==> src/rtl/spi_slave_multimode.sv <==
// rtl/spi_slave_multimode.sv - SPI slave for all four modes with configurable width and bit order
module spi_slave_multimode #(
  parameter int WIDTH     = 8,
  parameter bit CPOL      = 1'b0,
  parameter bit CPHA      = 1'b0,
  parameter bit LSB_FIRST = 1'b0,
  parameter bit FILL_BIT  = 1'b1
) (
  input  logic             Clock,
  input  logic             Reset,
  input  logic             CS_i,
  input  logic             SCK_i,
  input  logic             MOSI_i,
  output logic             MISO_o,
  output logic             MISO_Enable_o,
  input  logic [WIDTH-1:0] TxData_i,
  input  logic             TxValid_i,
  output logic             TxReady_o,
  output logic [WIDTH-1:0] RxData_o,
  output logic             RxValid_o,
  output logic             TxUnderrun_o,
  output logic             Abort_o,
  output logic             Busy_o
);
  localparam int CW = $clog2(WIDTH);
  localparam logic [CW-1:0] LAST_BIT = CW'(WIDTH - 1);
  localparam logic [WIDTH-1:0] FILL_WORD = {WIDTH{FILL_BIT}};

  // [1] is the synchronised level, [2] the previous one for edge detection
  logic [2:0] cs_q;
  logic [2:0] sck_q;
  logic [1:0] mosi_q;

  logic [CW-1:0]    bit_cnt;
  logic [WIDTH-1:0] tx_shift;
  logic [WIDTH-1:0] rx_shift;
  logic [WIDTH-1:0] rx_next;
  logic [WIDTH-1:0] hold_data;
  logic             hold_full;

  logic cs_active;
  logic cs_fall;
  logic cs_rise;
  logic sck_lead;
  logic sck_trail;
  logic sample_edge;
  logic shift_edge;
  logic load;

  always_ff @(posedge Clock) begin
    if (!Reset) begin
      cs_q   <= 3'b111;
      sck_q  <= {3{CPOL}};
      mosi_q <= 2'b11;
    end else begin
      cs_q   <= {cs_q[1:0], CS_i};
      sck_q  <= {sck_q[1:0], SCK_i};
      mosi_q <= {mosi_q[0], MOSI_i};
    end
  end

  assign cs_active   = !cs_q[1];
  assign cs_fall     = cs_q[2] && !cs_q[1];
  assign cs_rise     = !cs_q[2] && cs_q[1];
  assign sck_lead    = cs_active && (sck_q[2] == CPOL) && (sck_q[1] != CPOL);
  assign sck_trail   = cs_active && (sck_q[2] != CPOL) && (sck_q[1] == CPOL);
  assign sample_edge = CPHA ? sck_trail : sck_lead;
  assign shift_edge  = CPHA ? sck_lead : sck_trail;
  // With CPHA=0 the first bit must be on MISO before the first edge, so CS fall loads
  assign load        = (!CPHA && cs_fall) || (shift_edge && (bit_cnt == '0));
  assign rx_next     = LSB_FIRST ? {mosi_q[1], rx_shift[WIDTH-1:1]}
                                 : {rx_shift[WIDTH-2:0], mosi_q[1]};

  assign Busy_o        = cs_active;
  assign MISO_Enable_o = cs_active;
  assign MISO_o        = cs_active && (LSB_FIRST ? tx_shift[0] : tx_shift[WIDTH-1]);
  assign TxReady_o     = !hold_full;

  always_ff @(posedge Clock) begin
    if (!Reset) begin
      bit_cnt      <= '0;
      tx_shift     <= FILL_WORD;
      rx_shift     <= '0;
      hold_data    <= '0;
      hold_full    <= 1'b0;
      RxData_o     <= '0;
      RxValid_o    <= 1'b0;
      TxUnderrun_o <= 1'b0;
      Abort_o      <= 1'b0;
    end else begin
      RxValid_o    <= 1'b0;
      TxUnderrun_o <= 1'b0;
      Abort_o      <= 1'b0;
      if (cs_rise) begin
        bit_cnt <= '0;
        Abort_o <= (bit_cnt != '0);
      end else if (cs_fall) begin
        bit_cnt <= '0;
      end else if (sample_edge) begin
        rx_shift <= rx_next;
        if (bit_cnt == LAST_BIT) begin
          bit_cnt   <= '0;
          RxData_o  <= rx_next;
          RxValid_o <= 1'b1;
        end else begin
          bit_cnt <= bit_cnt + CW'(1);
        end
      end
      if (load) begin
        if (hold_full) begin
          tx_shift  <= hold_data;
          hold_full <= 1'b0;
        end else begin
          tx_shift     <= FILL_WORD;
          TxUnderrun_o <= 1'b1;
        end
      end else if (shift_edge) begin
        tx_shift <= LSB_FIRST ? {FILL_BIT, tx_shift[WIDTH-1:1]}
                              : {tx_shift[WIDTH-2:0], FILL_BIT};
      end
      // A write in the same cycle as a load lands after it: the load already saw empty
      if (TxValid_i && !hold_full) begin
        hold_data <= TxData_i;
        hold_full <= 1'b1;
      end
    end
  end
endmodule

==> config.mk <==
export PLATFORM = sky130hd
export DESIGN_NAME = spi_slave_multimode
export DESIGN_NICKNAME = d
export VERILOG_FILES = /design/src/rtl/spi_slave_multimode.sv
export SDC_FILE = /design/constraint.sdc
export NUM_CORES = 1
export LEC_CHECK = 0
export ABC_AREA = 1
export BUFFER_PORTS_ARGS = -buffer_cell sky130_fd_sc_hd__buf_2
export CAP_MARGIN = 20
export CELL_PAD_IN_SITES_DETAIL_PLACEMENT = 2
export CELL_PAD_IN_SITES_GLOBAL_PLACEMENT = 2
export CORE_MARGIN = 2
export CORE_UTILIZATION = 28
export CTS_CLUSTER_DIAMETER = 60
export DETAILED_ROUTE_END_ITERATION = 10
export PLACE_DENSITY = 0.76
export SKIP_LAST_GASP = 1
export SLEW_MARGIN = 20
export SYNTH_ARGS = -nofsm -noshare
export SYNTH_HDL_FRONTEND = slang
export SYNTH_SLANG_ARGS = --single-unit
==> constraint.sdc <==
create_clock -name Clock -period 1.39 [get_ports Clock]
set_input_delay 0.139 -clock Clock [delete_from_list [all_inputs] [get_ports Clock]]
set_output_delay 0.139 -clock Clock [all_outputs]
set_load 0.005 [all_outputs]
Word level (Yosys, flattened, before mapping) --
Cells that the tools add are included.
Cells by class: add/sub/neg operators 1, eq/ne operators 1, multiplexer cells 8, bitwise gates (word level) 6, reductions and logical operators 23
Operators by type and width (count):
- $mux 8 | 3
- $logic_and 1x1->1 | 9
- $not 1->1 | 6
- $mux 1 | 4
- $reduce_and 2->1 | 2
- $reduce_and 4->1 | 1
- $reduce_bool 2->1 | 2
- $reduce_or 4->1 | 1
- $add 3x1->3 const B | 1
- $eq 3x3->1 const B | 1
- $logic_not 1->1 | 3
- $logic_not 3->1 | 1
- $mux 3 | 1
- $reduce_and 3->1 | 1
- $reduce_bool 3->1 | 1
- $reduce_or 3->1 | 1
- $logic_or 1x1->1 | 1
Word-level totals: flip-flop bits (word level) 46, input port bits 14, word-level logic and storage cells 51

Depth between registers and ports, before layout --
word-level depth 7, gate-level depth with buffers 9, mapped depth without buffers 9

Worst setup path after synthesis --
Ideal clock, no wire load.
kind register to register, from register cs_q[1], to register RxData_o[1], setup time 118 ps, arrival 1370 ps, data required time 1272 ps, setup slack -98 ps, stages on the path, launching flop included 7, path buffers 1, period minus slack after synthesis 1488 ps, cell sequence dfxtp_1 -> inv_1 -> ha_1 -> buf_2 -> nand4_1 -> nand3_1 -> o21ai_1
On the way: cells in the longest elaborated chain, start to end 4
Ends and longest elaborated chain:
- from (decl) | line 30 | logic [2:0] cs_q;
- from (signal assigned) | line 56 | cs_q <= {cs_q[1:0], CS_i};
- $logic_not 1->1 (*) | line 62 | assign cs_active = !cs_q[1];
- via Busy_o | line 23 | output logic Busy_o
- $logic_and 1x1->1 (on tied branches) | line 65, 63
- $logic_and 1x1->1 or $not 1->1 (tied branches)
- $reduce_and 4->1 (no line) (*)
- to (signal assigned) | line 103 | RxData_o <= rx_next;
- to (decl) | line 19 | output logic [WIDTH-1:0] RxData_o,
The timed path passes the listed nets; every way through them passes the cells marked *. A chain may end at the register's enable or synchronous reset.

Final worst setup path --
from register cs_q[1], to register RxData_o[4]
On the way: cells in the longest elaborated chain, start to end 4
Ends and longest elaborated chain (line):
- $logic_not 1->1 | 62, 63
- $logic_and 1x1->1 (on tied branches) | 65, 63
- $logic_and 1x1->1 or $not 1->1 (tied branches)
- $reduce_and 4->1 (no line) (*)
Mark *: on every way between the ends. The rest lies on a longest branch, timed or not.

==> impl_results.md <==
- Number of CTS-inserted buffers: 5
- Pint: 1.862 mW
- Clock Pin Slew Worst Setup and Hold Paths: 80 ps
- Post-CTS Hold Buffers: 0
- Placeable Area: around 6300 sq um
- CTS H-tree lvls: 2
- Placed Area: about 2100 sq um
- Root buf cell: clkbuf_8
- # rows: 29
- Yosys reg bits: 46
- RSZ-0062 raised after global routing: true
- Reg-to-Reg End: RxData_o[4]$_SDFFE_PN0P_
- Crit path DAT: 1570 ps
- Status: finished clean
- Post-Syn Nets: 256
- PwrDens: 1074 nW/um^2
- Switching pwr: 0.6163 mW
- Max-Cap Viols: 0
- Crit end category: register
- Hold wc startpoint: MOSI_i
- Die W: 84.91 um
- Placed cells: around 350
- Main synth FF type: dfxtp_1
- Fin crit period: 1328 ps
- I/O Buffers: 28
- R2R Path Start: cs_q[1]$_SDFF_PN1_
- Drt total wl: ~4900 um
- Worst slack at placement: -20.18 ps
- HP Class: input pin to register
- Critical path type: register to register
- Register area share after synthesis: 0.5024
- Post-synthesis compound-gate area fraction: 0.1092
- Synth-to-Final Area Change: 25.87%
- Ant diodes: 0
- Comb pwr share: 0.097
- WHS Endpoint: mosi_q[0]$_SDFF_PN1_
- Largest family of logic cells by synthesized area: simple AND/OR/NAND/NOR gates
- Synth Area per Inst: between 7 and 8 sq um
- R2R Setup Slk: roughly 62 ps
- Fin nets: 301
- Hold Vio Cnt, Final: 0
- Initial antenna violation count: 0
- Share of power burned in the clock network: 0.345
- Fraction of layout cells with a size suffix above 1: 0.2898
- Die area: 7210 sq um
- Post-synthesis async set-or-reset flop share: 0
- Leakage: 1.090 nW
- Fin Setup TNS: 0 ps
- Register share of total power: 0.558
- Switching share of power: 0.2487
- Top delay family on crit path: simple AND/OR/NAND/NOR gates
- I/O pins: 29
- Gr usage total: 0.1476
- Critical Path RT: between 1500 and 2000 ps
- Tcrit/Tclk final: 0.9556
- Fin area: 2307 sq um
- DRC: 0
- Clock tree buffer depth: 2
- Fmax achieved: 752.8 MHz
- Via count: around 1700
- Post-Syn Area: roughly 1800 sq um
- Worst skew pair latency: ~300 ps
- CP max FO: 5
- Post-layout util: 0.3634
- Worst vdd ir: between 0.3 and 0.4 mV
- Worst Skew: 3.455 ps
- DP Wirelength: between 3000 and 4000 um
- Synth warn: 0
- Largest stage delay, worst path: 340 ps
- Vias in the first global route: 1795
- Power Total: between 2 and 2.5 mW
- Starting Density: 0.2887
- Setup ws final: 61.65 ps
- Hold_ws: 17.92 ps
- CP Cell Sequence: inv_2 > ha_4 > nand3_4 > nor2_4 > buf_6 > nand2_1 > a21oi_2
- FILL cells: 740
- Cells after synthesis: 237
- Largest net degree at the start of global routing: 27
- Routability-driven placement congestion ratio: 0.7029
- Post-Synth Adder-Cell Area: 0.03413
- DR vias/cell: ~4.7
- Per-cell routed wire length: around 14 um
- First-pass GRT wire length: roughly 8500 um
- Grt ovf: 0
- Antenna Nets Post-Route: 0
- CP Buf/Inv Count: 2
- Slew Viols, Final: 0
- CTS tree: yes
- Fin cells: 360
- CP max-delay cell: dfxtp_2
- Slew margin rel.: 0.7017
- Post-Synth XOR/XNOR Area: 0
- Initial DRC count: 49
- Worst-case reg-to-reg path depth: 7
- Hold path cells: 2
- Simple-gate area share of the yosys netlist: 0.2689
- EDFF count, synth: 0
- Critical Path Source Type: register
- Mux share of post-synthesis cell area: 0
- DR pass1 iterations: 4
- Yosys cell types: 18
- Clk sinks: 46
- Worst-Margin Slew: around 450 ps
- # setup viols final: 0
- Die height: 84.91 um
-- cell usage after synthesis, types with 4 or more instances --
library cell | instances | area (sq um)
nor2_1 | 7 | 26.28
o21ai_0 | 12 | 60.06
nand3_1 | 23 | 115.1
a21oi_1 | 25 | 125.1
buf_2 | 5 | 25.02
ha_1 | 5 | 62.56
inv_1 | 26 | 97.59
nand2_1 | 67 | 251.5
dfxtp_1 | 46 | 920.9
or2_2 | 4 | 25.02
-- per-layer routing --
| layer | vias to the layer above | part of all wire | track usage |
|---|---|---|---|
| li1 | 835 | - | - |
| met1 | 816 | 0.43 | 0.1749 |
| met2 | 22 | 0.53 | 0.2663 |
| met3 | 7 | 0.031 | 0.03307 |
| met4 | 0 | 0.012 | 0.04329 |
| met5 | - | 0 | 0 |
-- power by group through the flow --
stage,Clock (mW),Combinational [mW],Sequential (mW)
5_1_grt,0.951,0.280,1.39
3_3_place_gp,0,0.227,1.41
4_1_cts,0.897,0.242,1.38
2_1_floorplan,0,0.151,1.41
6_report,0.856,0.239,1.38
3_5_place_dp,0,0.236,1.41
-- final cells by class --
class                   count  area [sq um]  area share
flip-flops and latches     46         924.6      0.4008
multi-input cells         154         803.3      0.3482
repair buffers             46         282.8      0.1226
well taps                  77         96.34     0.04176
clock inverters             1         5.005    0.002169
inverters                  29         108.9     0.04718
clock buffers               7         86.33     0.03742
-- worst max path at each step --
stage | end | slack [ps] | cells past startpoint | from
after floorplan | RxData_o[1]$_SDFFE_PN0P_ | 10 | 7 | cs_q[1]$_SDFF_PN1_
after global placement | RxData_o[3]$_SDFFE_PN0P_ | 50 | 6 | cs_q[1]$_SDFF_PN1_
after detailed placement | RxData_o[3]$_SDFFE_PN0P_ | -20 | 6 | cs_q[1]$_SDFF_PN1_
after CTS | tx_shift[0]$_SDFFE_PN1P_ | 20 | 9 | bit_cnt[0]$_SDFFE_PP0P_
after global routing | RxData_o[4]$_SDFFE_PN0P_ | -20 | 7 | cs_q[1]$_SDFF_PN1_
final | RxData_o[4]$_SDFFE_PN0P_ | 60 | 7 | cs_q[1]$_SDFF_PN1_
-- cell usage in the layout, fill, tap and decap left out, drive strengths merged --
cell	synthesis	layout
or2	4	4
inv	29	29
clkbuf	0	7
nand3	24	24
clkinv	0	1
nor2	9	9
nand2	70	70
buf	8	46
nand4	1	1
dfxtp	46	46
nor3	1	1
ha	5	5
o21ai	15	15
a21oi	25	25
-- cells by family after synthesis --
logic type | Yosys count
fa+ha+maj | 5
compound gates | 40
simple gates | 109
flops | 46
buf+inv | 37
-- timing repair --
action                     in CTS  in global routing
pin swaps                       1                  3
setup endpoints to repair       3                 18
resized for setup               1                 15
hold endpoints to repair        0                  0
buffers inserted                2                  1
-- state kept, by name (all words and copies together), names as in the netlist, 2 cells and up --
register	cells
RxData_o	8
rx_shift	7
sck_q	3
hold_data	8
cs_q	3
mosi_q	2
tx_shift	8
bit_cnt	3
(Power assumes the default switching activity.)
